==> src/rtl/wave_sequencer.sv <==
// wave_sequencer: phase-count sequencer driving a sine generator with ticked runs, bursts and flush
module wave_sequencer #(
   parameter int DIV_W    = 16,
   parameter int PIPE_LAT = 3
) (
   input  logic             clk,
   input  logic             rst,
   input  logic             cfg_valid,
   output logic             cfg_ready,
   input  logic [8:0]       cfg_step,
   input  logic [DIV_W-1:0] cfg_div,
   input  logic [7:0]       cfg_burst,
   input  logic             start,
   input  logic             stop,
   output logic [8:0]       count,
   output logic             sample_strobe,
   output logic [7:0]       periods,
   output logic             busy,
   output logic             done
);
   localparam int FL_W = $clog2(PIPE_LAT + 1);
   typedef enum logic [1:0] {IDLE, RUN, FLUSH} state_t;
   state_t state, state_n;
   logic [8:0] step_r, step_n, count_n;
   logic [DIV_W-1:0] div_r, div_n, div_cnt, div_cnt_n, div_last;
   logic [7:0] burst_r, burst_n, periods_n, periods_inc;
   logic [FL_W-1:0] fl_cnt, fl_cnt_n;
   logic [PIPE_LAT-1:0] pipe;
   logic [9:0] sum;
   logic hs, tick, wrap;
   assign hs = cfg_valid && cfg_ready && state == IDLE;
   assign div_last = (div_r == '0) ? '0 : div_r - 1'b1;
   assign tick = state == RUN && !stop && div_cnt == div_last;
   assign sum = {1'b0, count} + {1'b0, step_r};
   assign wrap = sum[9];
   assign periods_inc = (periods == 8'hFF) ? periods : periods + 8'd1;
   assign sample_strobe = pipe[PIPE_LAT-1];
   // next-state and next-value logic; stop beats a same-cycle tick
   always_comb begin
      state_n = state;
      step_n = step_r;
      div_n = div_r;
      burst_n = burst_r;
      count_n = count;
      periods_n = periods;
      div_cnt_n = '0;
      fl_cnt_n = '0;
      case (state)
         IDLE: begin
            if (hs) begin
               step_n = cfg_step;
               div_n = cfg_div;
               burst_n = cfg_burst;
            end
            if (start && step_n != '0) begin
               state_n = RUN;
               count_n = '0;
               periods_n = '0;
            end
         end
         RUN: begin
            if (stop) begin
               state_n = FLUSH;
               count_n = '0;
            end else if (tick) begin
               count_n = sum[8:0];
               if (wrap) begin
                  periods_n = periods_inc;
                  if (burst_r != '0 && periods_inc == burst_r) begin
                     count_n = '0;
                     state_n = FLUSH;
                  end
               end
            end else div_cnt_n = div_cnt + 1'b1;
         end
         FLUSH: begin
            fl_cnt_n = fl_cnt + 1'b1;
            if (fl_cnt == FL_W'(PIPE_LAT - 1)) state_n = IDLE;
         end
         default: state_n = IDLE;
      endcase
   end
   // state, configuration, outputs and strobe pipeline registers
   always_ff @(posedge clk) begin
      if (rst) begin
         state <= IDLE;
         step_r <= 9'd1;
         div_r <= DIV_W'(1);
         burst_r <= '0;
         count <= '0;
         periods <= '0;
         div_cnt <= '0;
         fl_cnt <= '0;
         pipe <= '0;
         busy <= 1'b0;
         done <= 1'b0;
         cfg_ready <= 1'b0;
      end else begin
         state <= state_n;
         step_r <= step_n;
         div_r <= div_n;
         burst_r <= burst_n;
         count <= count_n;
         periods <= periods_n;
         div_cnt <= div_cnt_n;
         fl_cnt <= fl_cnt_n;
         pipe <= (pipe << 1) | PIPE_LAT'(tick);
         busy <= state_n != IDLE;
         done <= state == FLUSH && state_n == IDLE;
         cfg_ready <= state_n == IDLE;
      end
   end
endmodule

==> config.mk <==
export PLATFORM = sky130hd
export DESIGN_NAME = wave_sequencer
export DESIGN_NICKNAME = d
export VERILOG_FILES = /design/src/rtl/wave_sequencer.sv
export SDC_FILE = /design/constraint.sdc
export NUM_CORES = 1
export LEC_CHECK = 0
export CAP_MARGIN = 20
export CORE_MARGIN = 5
export CORE_UTILIZATION = 56
export DETAILED_ROUTE_END_ITERATION = 16
export GPL_TIMING_DRIVEN = 0
export PLACE_DENSITY = 0.81
export REMOVE_ABC_BUFFERS = 1
export SYNTH_ARGS = -nofsm -noshare
export SYNTH_HDL_FRONTEND = slang
export SYNTH_SLANG_ARGS = --single-unit
==> constraint.sdc <==
create_clock -name clk -period 3.15 [get_ports clk]
set_input_delay 0.945 -clock clk [delete_from_list [all_inputs] [get_ports clk]]
set_output_delay 0.945 -clock clk [all_outputs]
set_load 0.05 [all_outputs]
Word-level counts from Yosys, hierarchy flattened

Cells that the tools add are included.

Muxes and demuxes: 22
Eq/ne operators: 11
Bitwise operators: 3
Add/subtract/negate cells: 5
Reductions and logical operators: 20

Operator list:

| kind                                                                  | number |
|---|---|
| 9-bit two-way mux                                                     | 7 |
| 8-bit two-way mux                                                     | 5 |
| 9-bit case mux with 2 select lines                                    | 1 |
| 16-bit by 1-bit adder with 16-bit output (second input constant)      | 1 |
| 16-bit == test                                                        | 1 |
| 16-bit zero test                                                      | 1 |
| 16-bit two-way mux                                                    | 1 |
| 8-bit case mux with 2 select lines                                    | 1 |
| 16-bit by 1-bit subtractor with 16-bit output (second input constant) | 1 |
| 2-bit two-way mux                                                     | 6 |
| 9-bit by 9-bit adder with 10-bit output                               | 1 |
| 9-bit nonzero test                                                    | 1 |
| 8-bit by 1-bit adder with 8-bit output (second input constant)        | 1 |
| 8-bit == test                                                         | 1 |
| 8-bit == test (second input constant)                                 | 1 |
| 8-bit nonzero test                                                    | 1 |
| 1-bit logical AND                                                     | 7 |
| 2-bit != test (second input constant)                                 | 3 |
| 2-bit case mux with 3 select lines                                    | 1 |
| 5-bit AND reduction                                                   | 1 |
| 2-bit == test (second input constant)                                 | 2 |
| 2-bit zero test                                                       | 2 |
| 2-bit nonzero test                                                    | 2 |
| 4-bit OR reduction                                                    | 1 |
| 10 further kinds                                                      | 11 |

Bits in registers: 76
Logic and storage cells: 73
Output and inout port bits: 21
Input port bits: 38

Logic depth before layout (Yosys ltp)

Word-level depth: 11
Depth in mapped cells: 13
Gate-level depth less buffers: 11

Least setup slack after synthesis

No wires, ideal clock.

Path kind: register to register
From: register periods[0]
To: register count[0]
Stages on the path, launching flop included: 11
Slack: 0.365 ns
Required time: 3.078 ns
Period minus slack after synthesis: 2.785 ns
Data arrival time: 2.714 ns
Path buffers: 0
Path through: dfxtp_1 ha_1 nand4_1 or4bb_1 o21ai_0 xnor2_1 nor3_1 and4_1 nor2_1 nand2_1 mux2i_1

Longest elaborated chain between the ends: 9
Elaborated cells on any way between the ends: 10
Those cells by class: 1 x add/sub; 2 x eq/ne; 6 x mux; 1 x reduce/logical

RTL lines:

| what                                                                           | line | text |
|---|---|---|
| from (decl)                                                                    | 17   | `output logic [7:0] periods,` |
| from (signal assigned)                                                         | 104  | `periods <= periods_n;` |
| 8-bit by 1-bit adder with 8-bit output / 8-bit == test (equally long branches) | 36   | `assign periods_inc = (periods == 8'hFF) ? periods : periods + 8'd1;` |
| 8-bit two-way mux *                                                            | 36   |  |
| 8-bit == test *                                                                | 69   | `if (burst_r != '0 && periods_inc == burst_r) begin` |
| 1-bit logical AND *                                                            | 69   |  |
| 9-bit two-way mux *                                                            | 69   |  |
| 9-bit two-way mux *                                                            | 67   | `if (wrap) begin` |
| 9-bit two-way mux *                                                            | 65   | `end else if (tick) begin` |
| 9-bit two-way mux *                                                            | 62   | `if (stop) begin` |
| 9-bit case mux with 2 select lines *                                           | 48   | `case (state)` |
| to (signal assigned)                                                           | 103  | `count <= count_n;` |
| to (decl)                                                                      | 15   | `output logic [8:0] count,` |

Mark *: on every way between the ends. The rest lies on a longest branch, timed or not. The select of a mux whose other input is x is not followed.
A chain may end at the register's enable or synchronous reset.

Worst setup path after layout

From: register div_r[2]
To: register periods[3]

Longest elaborated chain between the ends: 6
Elaborated cells on any way between the ends: 7
Those cells by class: 1 x add/sub; 2 x eq/ne; 1 x mux; 3 x reduce/logical

RTL lines:

| what                                                                                     | line | text |
|---|---|---|
| from (decl)                                                                              | 25   | `logic [DIV_W-1:0] div_r, div_n, div_cnt, div_cnt_n, div_last;` |
| from (signal assigned)                                                                   | 101  | `div_r <= div_n;` |
| 16-bit by 1-bit subtractor with 16-bit output / 16-bit zero test (equally long branches) | 32   | `assign div_last = (div_r == '0) ? '0 : div_r - 1'b1;` |
| 16-bit two-way mux *                                                                     | 32   |  |
| 16-bit == test *                                                                         | 33   | `assign tick = state == RUN && !stop && div_cnt == div_last;` |
| 1-bit logical AND *                                                                      | 33   |  |
| 2-bit != test (no line) *                                                                | n/a  |  |
| 5-bit AND reduction (no line) *                                                          | n/a  |  |

Mark *: on every way between the ends. The rest lies on a longest branch, timed or not.

==> results.cfg <==
[pwr]
finalPower_mw = 2.35
power_density_nw_per_um2 = 435
irDropWorstVdd_v = 0.000244
leakage_nw = 1.98

[worst_setup_path]
start_kind = flip-flop
cp_max_fo = 10
slowest_delay_ns = 0.49
r2r_start = div_r[2]$_SDFFE_PP0P_
required_ns = 3.41
crit_type = flip-flop to flip-flop
critPathSlowestCell = or3_1
rrSetupSlack_ns = 0.09
critPathBufInv = 1
r2r_end = periods[3]$_SDFFE_PP0P_
critPathArrivalTime_ns = 3.32
crit_chain = or3_1, nor4_1, mux2i_1, xnor2_1, a2111oi_2, nand4_1, buf_4, o21ai_4, a21oi_1, a211oi_1
worstSetupEndpointType = flip-flop
reg2reg_depth = 10
cp_top_family = simple AND/OR/NAND/NOR gates

[global_route]
grt_max_degree = 45
grt_usage = 0.218
grt_pass1_wl_um = 17700
antenna_found_initial = 0
first_global_vias = 3877
grt_overflow = 0

[cts]
htree_levels = 3
cts_root_buf = clkbuf_8
worstSkewPairLatency_ns = 0.35
cts_made_buffers = 9
clk_path_buf_depth = 2
hold_buffers = 0
cts_tree = yes
path_clk_slew_ns = 0.09
cts.sinks = 76

[sta]
fmax_ghz = 0.327
timing_hold_violations_final = 0
fin_skew_ns = 0.0143
min_period_ns = 3.06
slew_headroom = 0.579
slew_viol_final = 0
whs_ns = 0.434
setup_violations = 0
fin_ws_ns = 0.0877
fin_tns_setup_ns = 0
period_share = 0.972
worstMarginPinSlew_ns = 0.632

[final_layout]
diodes = 0
syn_to_final_growth_pct = 22.7
layout.nets = 653
finalNonFillerCells = 708
mostFrequentLayoutCells = 94 x nand2_1, 76 x dfxtp_1, 57 x clkdlybuf4s50_1, 51 x a21oi_1, 41 x nor2_1
mostFrequentLayoutCell = nand2_1
drive_gt1_frac = 0.0908

[die]
core_um2 = 7690
die_h_um = 98.7
initial_core_util = 0.573
die_w_um = 98.7
fp-row-count = 32
io_pins = 59
dieArea_um2 = 9740

[synthesis]
async_flop_share = 0
synth_cells = 548
synth-seq-area-share = 0.345
avgSynthCellArea_um2 = 8.04
synth_seq_cells = 76
synth_cell_types = 61
synth_edf_count = 0
syn_area_um2 = 4410
synth_top_flop_cell = dfxtp_1
ys_warn_count = 0

[place]
place_ws_ns = -0.730
hpwl_um = 7490
port_buffers = 58
placed_cells = 680
routabilityCongestion = 0.928

[outcome]
outcome = completed

[routing]
drtIter0Drc = 180
antenna_left = 0
drt_wl_total_um = 10900
avgViaCountPerCell = 5.78
dr.pass1.iters = 5
wl_per_cell_um = 15.4
dr_total_vias = 4091
route.detailed.drc = 0

[hold_path]
worstHoldEndpoint = fl_cnt[0]$_SDFF_PP0_
min_delay_path_depth = 1
min_path_type = flip-flop to flip-flop
min_from = fl_cnt[0]$_SDFF_PP0_

[flow_run]
cap_violations = 0
timing repair:
| action | CTS | global route |
|---|---|---|
| cloned | 0 | 2 |
| buffers inserted | 2 | 8 |
| gates resized for setup | 10 | 9 |
| endpoints found under the setup margin | 33 | 35 |
| pin swaps | 1 | 11 |
synthesized netlist by cell type (9+ instances only):
master / instances / area, µm²
ha_1: 13 / 163
xor2_1: 18 / 158
nand2b_1: 19 / 119
nor2_1: 42 / 158
nand4_1: 18 / 113
nand3_1: 15 / 75.1
o21ai_0: 9 / 45.0
xnor2_1: 27 / 236
mux2i_1: 17 / 170
clkbuf_1: 18 / 67.6
inv_1: 11 / 41.3
dfxtp_1: 76 / 1520
nand2_1: 94 / 353
a21oi_1: 51 / 255
nor3_1: 14 / 70.1
flip-flops by register name, indices dropped and copies added, names as in the netlist:
signal / cells
pipe: 3
count: 9
state: 2
div_r: 16
busy: 1
step_r: 9
periods: 8
cfg_ready: 1
fl_cnt: 2
div_cnt: 16
burst_r: 8
done: 1
cells by family (layout without fill, tap and decap cells):
| group | Yosys count | after routing | share of synthesized area |
|---|---|---|---|
| and+or+nand+nor | 258 | 259 | 0.298 |
| AOI/OAI and AO/OA | 95 | 96 | 0.137 |
| DFF | 76 | 76 | 0.345 |
| xor gates and xnor gates | 46 | 46 | 0.0945 |
| buffers and inverters | 41 | 97 | 0.0420 |
| muxes | 18 | 18 | 0.0412 |
| adders and majority gates | 14 | 14 | 0.0415 |
how the worst max path moves through the flow:
stage	slack [ns]	endpoint	start	cells past startpoint
after floorplan	0.36	count[0]$_SDFFE_PP0P_	div_r[0]$_SDFFE_PP1P_	11
after global placement	-0.88	count[4]$_SDFFE_PP0P_	rst	5
after detailed placement	-0.73	count[0]$_SDFFE_PP0P_	cfg_valid	6
after CTS	0.02	div_cnt[8]$_SDFF_PP0_	div_r[0]$_SDFFE_PP1P_	11
after global routing	-0.17	periods[3]$_SDFFE_PP0P_	div_r[2]$_SDFFE_PP0P_	10
final	0.09	periods[3]$_SDFFE_PP0P_	div_r[2]$_SDFFE_PP0P_	10
report_power, final:
| part | switching [mW] | internal, mW |
|---|---|---|
| sequential | 0.0413 | 0.989 |
| clock | 0.386 | 0.450 |
| combinational | 0.256 | 0.229 |
final cells by class:
| type | instances | area [µm²] |
|---|---|---|
| sequential | 76 | 1520 |
| multi-input combinational | 433 | 2810 |
| fill | 615 | 2280 |
| clock inverter | 7 | 97.6 |
| clock buffer | 9 | 124 |
| timing repair buffer | 70 | 686 |
| inverter | 11 | 41.3 |
| tap | 102 | 128 |
layer usage:
layer / vias to the layer above / wire length [µm] / GRT usage
met4: 0 / 255 / 0.103
met3: 21 / 545 / 0.0333
met2: 137 / 5210 / 0.362
met1: 1901 / 4870 / 0.277
li1: 2032 / - / -
met5: - / 0 / 0
metrics by stage:
stage,instance area [µm²],utilization
after CTS,5280,0.687
after detailed placement,5000,0.651
final,5410,0.703
after floorplan,4260,-
after global routing,5410,0.703
after global placement,4970,0.647
worst register-to-register path: cells and delay by family (launching register included):
| family | cells | cell delay [ns] |
|---|---|---|
| mux | 1 | 0.32 |
| flops | 1 | 0.45 |
| buf+inv | 1 | 0.19 |
| compound gates | 4 | 0.90 |
| simple gates | 3 | 1.02 |
| xor+xnor | 1 | 0.11 |
Note: power is estimated with default switching activity, not from simulation.
